[config.mk]
export PLATFORM = sky130hd
export DESIGN_NAME = pc_sequencer_flat
export DESIGN_NICKNAME = d
export VERILOG_FILES = /design/src/rtl/pc_sequencer_if.sv /design/src/rtl/pc_sequencer.sv /design/src/flat_wrapper.sv
export SDC_FILE = /design/constraint.sdc
export NUM_CORES = 1
export LEC_CHECK = 0
export ABC_AREA = 1
export CAP_MARGIN = 20
export CORE_ASPECT_RATIO = 1.4
export CORE_UTILIZATION = 57
export CTS_CLUSTER_SIZE = 12
export DETAILED_ROUTE_END_ITERATION = 10
export GPL_ROUTABILITY_DRIVEN = 1
export GPL_TIMING_DRIVEN = 0
export HOLD_SLACK_MARGIN = 0.12
export PLACE_DENSITY = 0.81
export SYNTH_ARGS = -nofsm -noshare
export SYNTH_HDL_FRONTEND = slang
export SYNTH_SLANG_ARGS = --single-unit
[constraint.sdc]
create_clock -name clock -period 6.6 [get_ports clock]
set_input_delay 1.32 -clock clock [delete_from_list [all_inputs] [get_ports clock]]
set_output_delay 1.32 -clock clock [all_outputs]
set_load 0.005 [all_outputs]
[src/rtl/pc_sequencer_if.sv]
// Request/status bundle between an instruction fetch controller and pc_sequencer.
// Requests are level inputs, sampled every rising clock edge. All status outputs are registered.
// There is no backpressure: every request is either acted on or ignored in the cycle it is presented.
interface pc_sequencer_if #(
    parameter int ADDR_WIDTH = 6
);
    logic                  pc_load;
    logic [7:0]            opcode;
    logic                  jump_en;
    logic                  call_en;
    logic                  ret_en;
    logic [ADDR_WIDTH-1:0] jump_addr;
    logic                  halt_req;
    logic                  resume;
    logic [ADDR_WIDTH-1:0] pc;
    logic                  halted;
    logic                  fault;
    logic                  stack_empty;
    logic                  stack_full;
    logic                  wrap;

    modport master (
        output pc_load, opcode, jump_en, call_en, ret_en, jump_addr, halt_req, resume,
        input  pc, halted, fault, stack_empty, stack_full, wrap
    );

    modport slave (
        input  pc_load, opcode, jump_en, call_en, ret_en, jump_addr, halt_req, resume,
        output pc, halted, fault, stack_empty, stack_full, wrap
    );
endinterface

[src/rtl/pc_sequencer.sv]
// Program counter sequencer with opcode-sized advance, jump, call/ret stack and a RUN/HALT/FAULT FSM.
// Latency: one cycle. A request seen at an edge is reflected in pc and the status flags after that edge.
// No backpressure: the highest-priority request wins each cycle; stack misuse latches FAULT until reset.
module pc_sequencer #(
    parameter int ADDR_WIDTH  = 6,
    parameter int STACK_DEPTH = 4,
    parameter int RESET_ADDR  = 0
) (
    input  logic            clock,
    input  logic            reset,
    pc_sequencer_if.slave   bus
);
    localparam int CW  = $clog2(STACK_DEPTH + 1);
    localparam int IW  = (STACK_DEPTH > 1) ? $clog2(STACK_DEPTH) : 1;
    localparam int AW1 = ADDR_WIDTH + 1;

    typedef enum logic [1:0] {ST_RUN, ST_HALT, ST_FAULT} state_t;

    state_t                state_q, state_nxt;
    logic [ADDR_WIDTH-1:0] pc_q, pc_nxt;
    logic [CW-1:0]         occ_q, occ_nxt;
    logic                  wrap_q, wrap_nxt;
    logic                  push;
    logic [ADDR_WIDTH-1:0] stack_mem [STACK_DEPTH];
    logic [AW1-1:0]        seq_sum;
    logic [IW-1:0]         wr_idx, rd_idx;

    function automatic logic [1:0] instr_size(input logic [7:0] op);
        case (op)
            8'h78, 8'h80, 8'h81, 8'h82, 8'h84, 8'h85, 8'h87: return 2'd2;
            8'h83:                                            return 2'd1;
            default:                                          return 2'd3;
        endcase
    endfunction

    // The extra top bit of the sum is the wrap indication; the low bits are also the call return address.
    assign seq_sum = {1'b0, pc_q} + AW1'(instr_size(bus.opcode));
    assign wr_idx  = IW'(occ_q);
    assign rd_idx  = IW'(occ_q - CW'(1));

    always_ff @(posedge clock) begin
        if (!reset) begin
            state_q <= ST_RUN;
            pc_q    <= ADDR_WIDTH'(RESET_ADDR);
            occ_q   <= '0;
            wrap_q  <= 1'b0;
        end else begin
            state_q <= state_nxt;
            pc_q    <= pc_nxt;
            occ_q   <= occ_nxt;
            wrap_q  <= wrap_nxt;
        end
    end

    // Storage is not reset; entries above the occupancy count are never read.
    always_ff @(posedge clock) begin
        if (reset && push)
            stack_mem[wr_idx] <= seq_sum[ADDR_WIDTH-1:0];
    end

    always_comb begin
        state_nxt = state_q;
        pc_nxt    = pc_q;
        occ_nxt   = occ_q;
        wrap_nxt  = 1'b0;
        push      = 1'b0;
        case (state_q)
            ST_RUN: begin
                if (bus.halt_req) begin
                    state_nxt = ST_HALT;
                end else if (bus.ret_en) begin
                    if (occ_q == '0) begin
                        state_nxt = ST_FAULT;
                    end else begin
                        pc_nxt  = stack_mem[rd_idx];
                        occ_nxt = occ_q - CW'(1);
                    end
                end else if (bus.call_en) begin
                    if (occ_q == CW'(STACK_DEPTH)) begin
                        state_nxt = ST_FAULT;
                    end else begin
                        push    = 1'b1;
                        pc_nxt  = bus.jump_addr;
                        occ_nxt = occ_q + CW'(1);
                    end
                end else if (bus.jump_en) begin
                    pc_nxt = bus.jump_addr;
                end else if (bus.pc_load) begin
                    pc_nxt   = seq_sum[ADDR_WIDTH-1:0];
                    wrap_nxt = seq_sum[ADDR_WIDTH];
                end
            end
            ST_HALT: begin
                if (bus.resume)
                    state_nxt = ST_RUN;
            end
            default: begin
                state_nxt = ST_FAULT;
            end
        endcase
    end

    assign bus.pc          = pc_q;
    assign bus.halted      = (state_q == ST_HALT);
    assign bus.fault       = (state_q == ST_FAULT);
    assign bus.stack_empty = (occ_q == '0);
    assign bus.stack_full  = (occ_q == CW'(STACK_DEPTH));
    assign bus.wrap        = wrap_q;
endmodule

[src/flat_wrapper.sv]
// flat-port wrapper written by rule: the top's interface ports become plain ports
module pc_sequencer_flat 
#(
    parameter int ADDR_WIDTH  = 6,
    parameter int STACK_DEPTH = 4,
    parameter int RESET_ADDR  = 0
)
  (clock, reset, bus_pc_load, bus_opcode, bus_jump_en, bus_call_en, bus_ret_en, bus_jump_addr, bus_halt_req, bus_resume, bus_pc, bus_halted, bus_fault, bus_stack_empty, bus_stack_full, bus_wrap);
  pc_sequencer_if #(.ADDR_WIDTH(ADDR_WIDTH)) bus_i ();
  input  logic clock;
  input  logic reset;
  input wire logic [$bits(bus_i.pc_load)-1:0] bus_pc_load;
  input wire logic [$bits(bus_i.opcode)-1:0] bus_opcode;
  input wire logic [$bits(bus_i.jump_en)-1:0] bus_jump_en;
  input wire logic [$bits(bus_i.call_en)-1:0] bus_call_en;
  input wire logic [$bits(bus_i.ret_en)-1:0] bus_ret_en;
  input wire logic [$bits(bus_i.jump_addr)-1:0] bus_jump_addr;
  input wire logic [$bits(bus_i.halt_req)-1:0] bus_halt_req;
  input wire logic [$bits(bus_i.resume)-1:0] bus_resume;
  output wire logic [$bits(bus_i.pc)-1:0] bus_pc;
  output wire logic [$bits(bus_i.halted)-1:0] bus_halted;
  output wire logic [$bits(bus_i.fault)-1:0] bus_fault;
  output wire logic [$bits(bus_i.stack_empty)-1:0] bus_stack_empty;
  output wire logic [$bits(bus_i.stack_full)-1:0] bus_stack_full;
  output wire logic [$bits(bus_i.wrap)-1:0] bus_wrap;
  assign bus_i.pc_load = bus_pc_load;
  assign bus_i.opcode = bus_opcode;
  assign bus_i.jump_en = bus_jump_en;
  assign bus_i.call_en = bus_call_en;
  assign bus_i.ret_en = bus_ret_en;
  assign bus_i.jump_addr = bus_jump_addr;
  assign bus_i.halt_req = bus_halt_req;
  assign bus_i.resume = bus_resume;
  assign bus_pc = bus_i.pc;
  assign bus_halted = bus_i.halted;
  assign bus_fault = bus_i.fault;
  assign bus_stack_empty = bus_i.stack_empty;
  assign bus_stack_full = bus_i.stack_full;
  assign bus_wrap = bus_i.wrap;
  pc_sequencer #(.ADDR_WIDTH(ADDR_WIDTH), .STACK_DEPTH(STACK_DEPTH), .RESET_ADDR(RESET_ADDR)) u_core (.clock(clock), .reset(reset), .bus(bus_i));
endmodule
==> results.yml <==
grt:
  track_usage: 0.261
  first_global_vias: 1626
  antenna_found_initial: 0
  grt_overflow: 0
  grt_max_degree: 13
  grt_pass1_wl_um: 7080
logic_synthesis:
  seq_area_frac_synth: 0.494
  synthFlopType: "edfxtp_1"
  synth-edff-count: 24
  synth.net_count: 257
  ys_ff_latch: 36
  synth_area_per_cell_um2: 8.57
  synth-async-reset-ratio: 0
  synthCells: 227
  synth_area_um2: 1950
  yosysUniqueCellTypes: 29
  yosys_warnings: 0
job:
  max_cap_violations: 0
clock_tree:
  cts_buffers: 5
  cts_sinks: 36
  clock-root-buffer: "clkbuf_8"
  hold_buffers: 0
  cts.htree.levels: 2
  clk_latency_ns: 0.28
  post_cts_buffers: 0
  cts_max_path_buffers: 2
  post_cts_resized: 0
  clk_pin_slew_ns: 0.07
  cts_tree: "built"
drt:
  drc: 0
  drt_iter0_drc: 61
  wl_per_cell_um: 14.1
  firstDrtPassIters: 4
  final_antenna_net_count: 0
  via_per_inst: 5.31
  via_count: 1619
  drt_wl_total_um: 4310
sta:
  min_period_ns: 3.68
  report.final.hold_viol_count: 0
  worst_slew_pin_slew_ns: 0.658
  slew_violations: 0
  fin_skew_ns: 0.00401
  rsz0062_at_grt: "no"
  fin_setup_tns_ns: 0
  relSlewSlack: 0.560
  setup_viol: 0
  fin_crit_sh: 0.557
  fmax_mhz: 272
floorplanning:
  rows: 24
  start_util: 0.611
  core_um2: 3180
  die_y_um: 71.1
  io-pin-count: 33
  die_w_um: 51.4
  dieArea_um2: 3650
power_and_ir_drop:
  power_frac_comb: 0.248
  vdd_ir_drop_max_uv: 177
  switching_share: 0.292
  p_clk_frac: 0.266
  powerDensity_nw_per_um2: 229
  seq_power_share: 0.486
  p_switching_uw: 159
  intPower_uw: 386
  power_leakage_nw: 0.957
final_layout:
  nNetsFinal: 295
  antenna_cells: 0
  drive_gt1_frac: 0.120
  fin_util: 0.749
  area_growth_pct: 22.6
worst_setup_path:
  critPathMaxFanout: 5
  crit_arrival_ns: 3.89
  timing.critical_path.to_type: "flip-flop"
  critPathKind: "in2reg"
  critPathLaunchType: "input pin"
  required_ns: 6.82
place:
  gp_congestion: 0.761
  port-buffer-count: 31
  dp_hpwl_um: 3150
min_path:
  min_path_type: "reg2reg"
run_status:
  outcome: "complete, no violations"
## per-stage QoR
step / cells / worst slack [ns] / cell area (um^2) / power [mW] / hold WS, ns
finish: 305 / 2.92 / 2380 / 0.545 / 0.522
detailed placement: 297 / 2.69 / 2300 / 0.404 / 0.494
floorplan: 227 / 3.39 / 1950 / 0.351 / 0.486
CTS: 305 / 2.95 / 2380 / 0.548 / 0.521
global placement: 297 / 2.75 / 2300 / 0.399 / 0.500
global route: 305 / 2.65 / 2380 / 0.571 / 0.538
## layout by cell type, fill, tap and decap left out
cell,n
nand2_1,39
clkdlybuf4s50_1,31
nor2_1,28
inv_1,27
edfxtp_1,24
o21ai_0,14
a21oi_1,13
nand3_1,12
dfxtp_1,12
ha_1,7
o21ai_1,5
clkbuf_8,5
nand2_2,4
buf_2,4
nor2_2,4
or2_2,4
o22ai_1,4
nor4_1,3
o211ai_1,3
inv_2,3
a21oi_2,3
nand4_1,2
xnor2_1,2
xor2_1,2
nor3_1,2
clkinv_1,2
clkbuf_2,1
nor2_4,1
nand3_4,1
inv_4,1
buf_4,1
fa_1,1
clkbuf_1,1
## routing by layer
layer / vias to the layer above / share of wire / track usage / routed length [um]
li1: 828 / - / - / -
met1: 738 / 0.42 / 0.313 / 1820
met2: 49 / 0.53 / 0.446 / 2270
met3: 4 / 0.039 / 0.0624 / 167
met4: 0 / 0.012 / 0.0961 / 51
met5: - / 0 / 0 / 0
## power by group through the flow
stage / sequential (mW) / clock [mW] / combinational, mW
floorplan: 0.268 / 0 / 0.0829
global placement: 0.269 / 0 / 0.130
detailed placement: 0.270 / 0 / 0.134
CTS: 0.265 / 0.147 / 0.135
global route: 0.267 / 0.154 / 0.151
finish: 0.265 / 0.145 / 0.135
## worst max-delay path, stage by stage
cell and delay, ns:
clkdlybuf4s50_1 0.42, nor4_1 0.45, o211ai_1 0.15, nand3_1 0.10, nand2_1 0.05, ha_1 0.22, fa_1 0.44, xor2_1 0.38
nand2_1 0.09, a21oi_1 0.14, nor2_1 0.06, nor2_1 0.08
## layout make-up
type,count,area (um^2)
Multi-Input combinational cell,154,833
Clock inverter,2,7.51
Clock buffer,6,72.6
Timing Repair Buffer,31,310
Buffer,6,32.5
Fill cell,255,798
Tap cell,39,48.8
Sequential cell,36,961
Inverter,31,119
## worst paths after layout
check                                 from                          endpoint  slack (ns)  depth (start not counted)
min reg2reg  u_core.bus.pc[5]$_SDFFE_PN0P_        u_core.bus.wrap$_SDFF_PP0_        0.52                          2
max reg2reg   u_core.occ_q[0]$_SDFFE_PN0P_  u_core.stack_mem[3][4]$_DFFE_PP_        4.09                          8
min          u_core.bus.pc[5]$_SDFFE_PN0P_        u_core.bus.wrap$_SDFF_PP0_        0.52                          2
max                          bus_opcode[3]     u_core.bus.pc[2]$_SDFFE_PN0P_        2.92                         12
## synthesized netlist by cell type, types with 5 or more instances
library cell | n | area share
nand2_1 | 39 | 0.075
nor2_1 | 28 | 0.054
inv_1 | 27 | 0.052
edfxtp_1 | 24 | 0.37
o21ai_0 | 14 | 0.036
a21oi_1 | 13 | 0.033
dfxtp_1 | 12 | 0.12
nand3_1 | 12 | 0.031
ha_1 | 7 | 0.045
o21ai_1 | 5 | 0.013
## state kept, by name (all words and copies together), names as in the netlist
name / cells
u_core.stack_mem: 24
u_core.bus.pc: 6
u_core.occ_q: 3
u_core.state_q: 2
u_core.bus.wrap: 1
## cell families (layout without fill, tap and decap cells)
family | count (synthesis) | after routing | synth area share
simple gates | 100 | 100 | 0.235
fa+ha+maj | 8 | 8 | 0.0553
buf+inv | 37 | 76 | 0.0778
xor+xnor | 4 | 4 | 0.0180
flops | 36 | 36 | 0.494
compound gates | 42 | 42 | 0.120
(Power assumes the default switching activity.)
==> variant (same flow settings) <==
Re-encode `state_t` (3 states) as one-hot, 3 bits wide.
--- a/src/rtl/pc_sequencer.sv
+++ b/src/rtl/pc_sequencer.sv
@@ -14,7 +14,7 @@
     localparam int IW  = (STACK_DEPTH > 1) ? $clog2(STACK_DEPTH) : 1;
     localparam int AW1 = ADDR_WIDTH + 1;
 
-    typedef enum logic [1:0] {ST_RUN, ST_HALT, ST_FAULT} state_t;
+    typedef enum logic [2:0] {ST_RUN = 3'b001, ST_HALT = 3'b010, ST_FAULT = 3'b100} state_t;
 
     state_t                state_q, state_nxt;
     logic [ADDR_WIDTH-1:0] pc_q, pc_nxt;
Behaviour: same outputs for any inputs over 4 cycles, from zero or initial values and one cycle with reset low; so few cycles prove little.
==> variant against the original RTL <==
  * Largest cell class unchanged
  * Power down 8.3%
  * Critical path depth increased by 3
  * Combinational power shrank 38%
  * Sequential cell count up 1
  * Critical endpoint is now u_core.bus.pc[4]
  * Worst setup slack better by 0.11 ns
  * Cell area rose by 5.4%
  * Routed wire length barely moved
  * Synthesized area rose by 5.5%
==> variant: results (changes against the original RTL) <==
Final layout:
- The filler cell count is 254 (was 255).
- The largest register by flop count is u_core.stack_mem (unchanged).
- The number of nets in the layout is 315 (was 295).
- The share of post-route cells with drive strength above 1 is 0.105 (was 0.120).

Setup path:
- The critical path's slowest cell is clkdlybuf4s50_1 (was nor4_1).
- The critical path arrival is 3.77 ns (was 3.89 ns).
- The register-to-register setup slack was 4.20 ns (was 4.09 ns).
- The startpoint of the most critical register-to-register path was u_core.occ_q[0] (unchanged).

GRT:
- The first-pass GRT wire length came to 7.13 mm (was 7.08 mm).
- The number of global-route vias before repair was 1635 (was 1626).
- The total routing usage reported by global routing is 0.260 (was 0.261).

Min path:
- The terminating pin of the worst hold path is u_core.bus.pc[0] (was u_core.bus.wrap).
- The start point of the worst hold path is u_core.bus.pc[0] (was u_core.bus.pc[5]).

Placement:
- The count of input and output buffers is 32 (was 31).
- The total cell area at the placement stage came to 2420 um^2 (was 2300 um^2).
- The routability-driven placement congestion ratio came to 0.796 (was 0.761).
- The HPWL after detailed placement was 3.19 mm (was 3.15 mm).

Power and ir drop:
- The worst IR drop on VDD is 0.171 mV (was 0.177 mV).
- The share of power burned in the clock network is 0.316 (was 0.266).
- The leakage power figure is 1.04 nW (was 0.957 nW).
- The net switching fraction of the power is 0.253 (was 0.292).
- The combinational-cell power consumption is 0.0000843 W (was 0.000135 W).
- The total power per unit cell area is 199 nW/um^2 (was 229 nW/um^2).

STA:
- The setup clock skew after layout came to 0.00882 ns (was 0.00401 ns).
- The pin slew with the least headroom to its limit is 0.628 ns (was 0.658 ns).
- The worst hold margin is 0.507 ns (was 0.522 ns).

Logic synthesis:
- Leading cell types by total area after synthesis: edfxtp_1, dfxtp_1, nand2_1 (unchanged).
- The total nets after synthesis came to 276 (was 257).
- The count of unique library cells instantiated by Yosys was 32 (was 29).
- Commonest cells in the synthesized netlist: nand2_1, inv_1, edfxtp_1, nand3_1, nor2_1 (was nand2_1, nor2_1, inv_1, edfxtp_1, o21ai_0).
- The register area share after synthesis was 0.478 (was 0.494).

Route:
- The number of DRC markers after the initial detailed-route iteration was 50 (was 61).
- The post-detailed-routing wire length is 4.30 mm (was 4.31 mm).
- The vias per cell came to 5.26 (was 5.31).

CTS:
- The level count of the clock H-tree is 2 (unchanged).

Outcome:
- Run status: completed (unchanged).
==> variant: cell type report <==
type / count / area [um^2] / area share
clock inverters: 2 / 8.76 / 0.00348
clock buffers: 6 / 82.6 / 0.0329
inverters: 35 / 131 / 0.0523
plain buffers: 5 / 46.3 / 0.0184
flip-flops and latches: 37 / 981 / 0.390
repair buffers: 32 / 320 / 0.127
well taps: 40 / 50.0 / 0.0199
multi-input cells: 169 / 893 / 0.355
==> variant: worst max path at each step <==
stage,startpoint,end,slack [ns]
after global routing,bus_opcode[7],u_core.bus.pc[4],2.81
after floorplan,bus_opcode[7],u_core.bus.pc[4],3.45
after global placement,bus_opcode[7],u_core.bus.pc[4],2.83
after detailed placement,bus_opcode[7],u_core.bus.pc[4],2.76
after CTS,bus_opcode[7],u_core.bus.pc[4],3.05
final,bus_opcode[7],u_core.bus.pc[4],3.04
==> variant: cells by family after synthesis <==
logic type               count (synthesis)  share of synthesized area
AO/OA/AOI/OAI                           25                     0.0646
XOR/XNOR                                 2                    0.00854
adder cells (fa/ha/maj)                  8                     0.0524
buffers and inverters                   40                     0.0866
flip-flops                              37                      0.478
AND/OR/NAND/NOR                        134                      0.310
==> variant: per-stage QoR <==
stage | setup slack, ns | cells
floorplan | 3.45 | 246
global placement | 2.83 | 318
detailed placement | 2.76 | 318
CTS | 3.05 | 326
global route | 2.81 | 326
finish | 3.04 | 326
==> variant: per-layer routing <==
metal / global-route usage / vias to the layer above / wire length, um / share of wire
li1: - / 881 / - / -
met1: 0.311 / 771 / 1730 / 0.40
met2: 0.440 / 58 / 2320 / 0.54
met3: 0.0563 / 4 / 211 / 0.049
met4: 0.114 / 0 / 41 / 0.0095
met5: 0 / - / 0 / 0
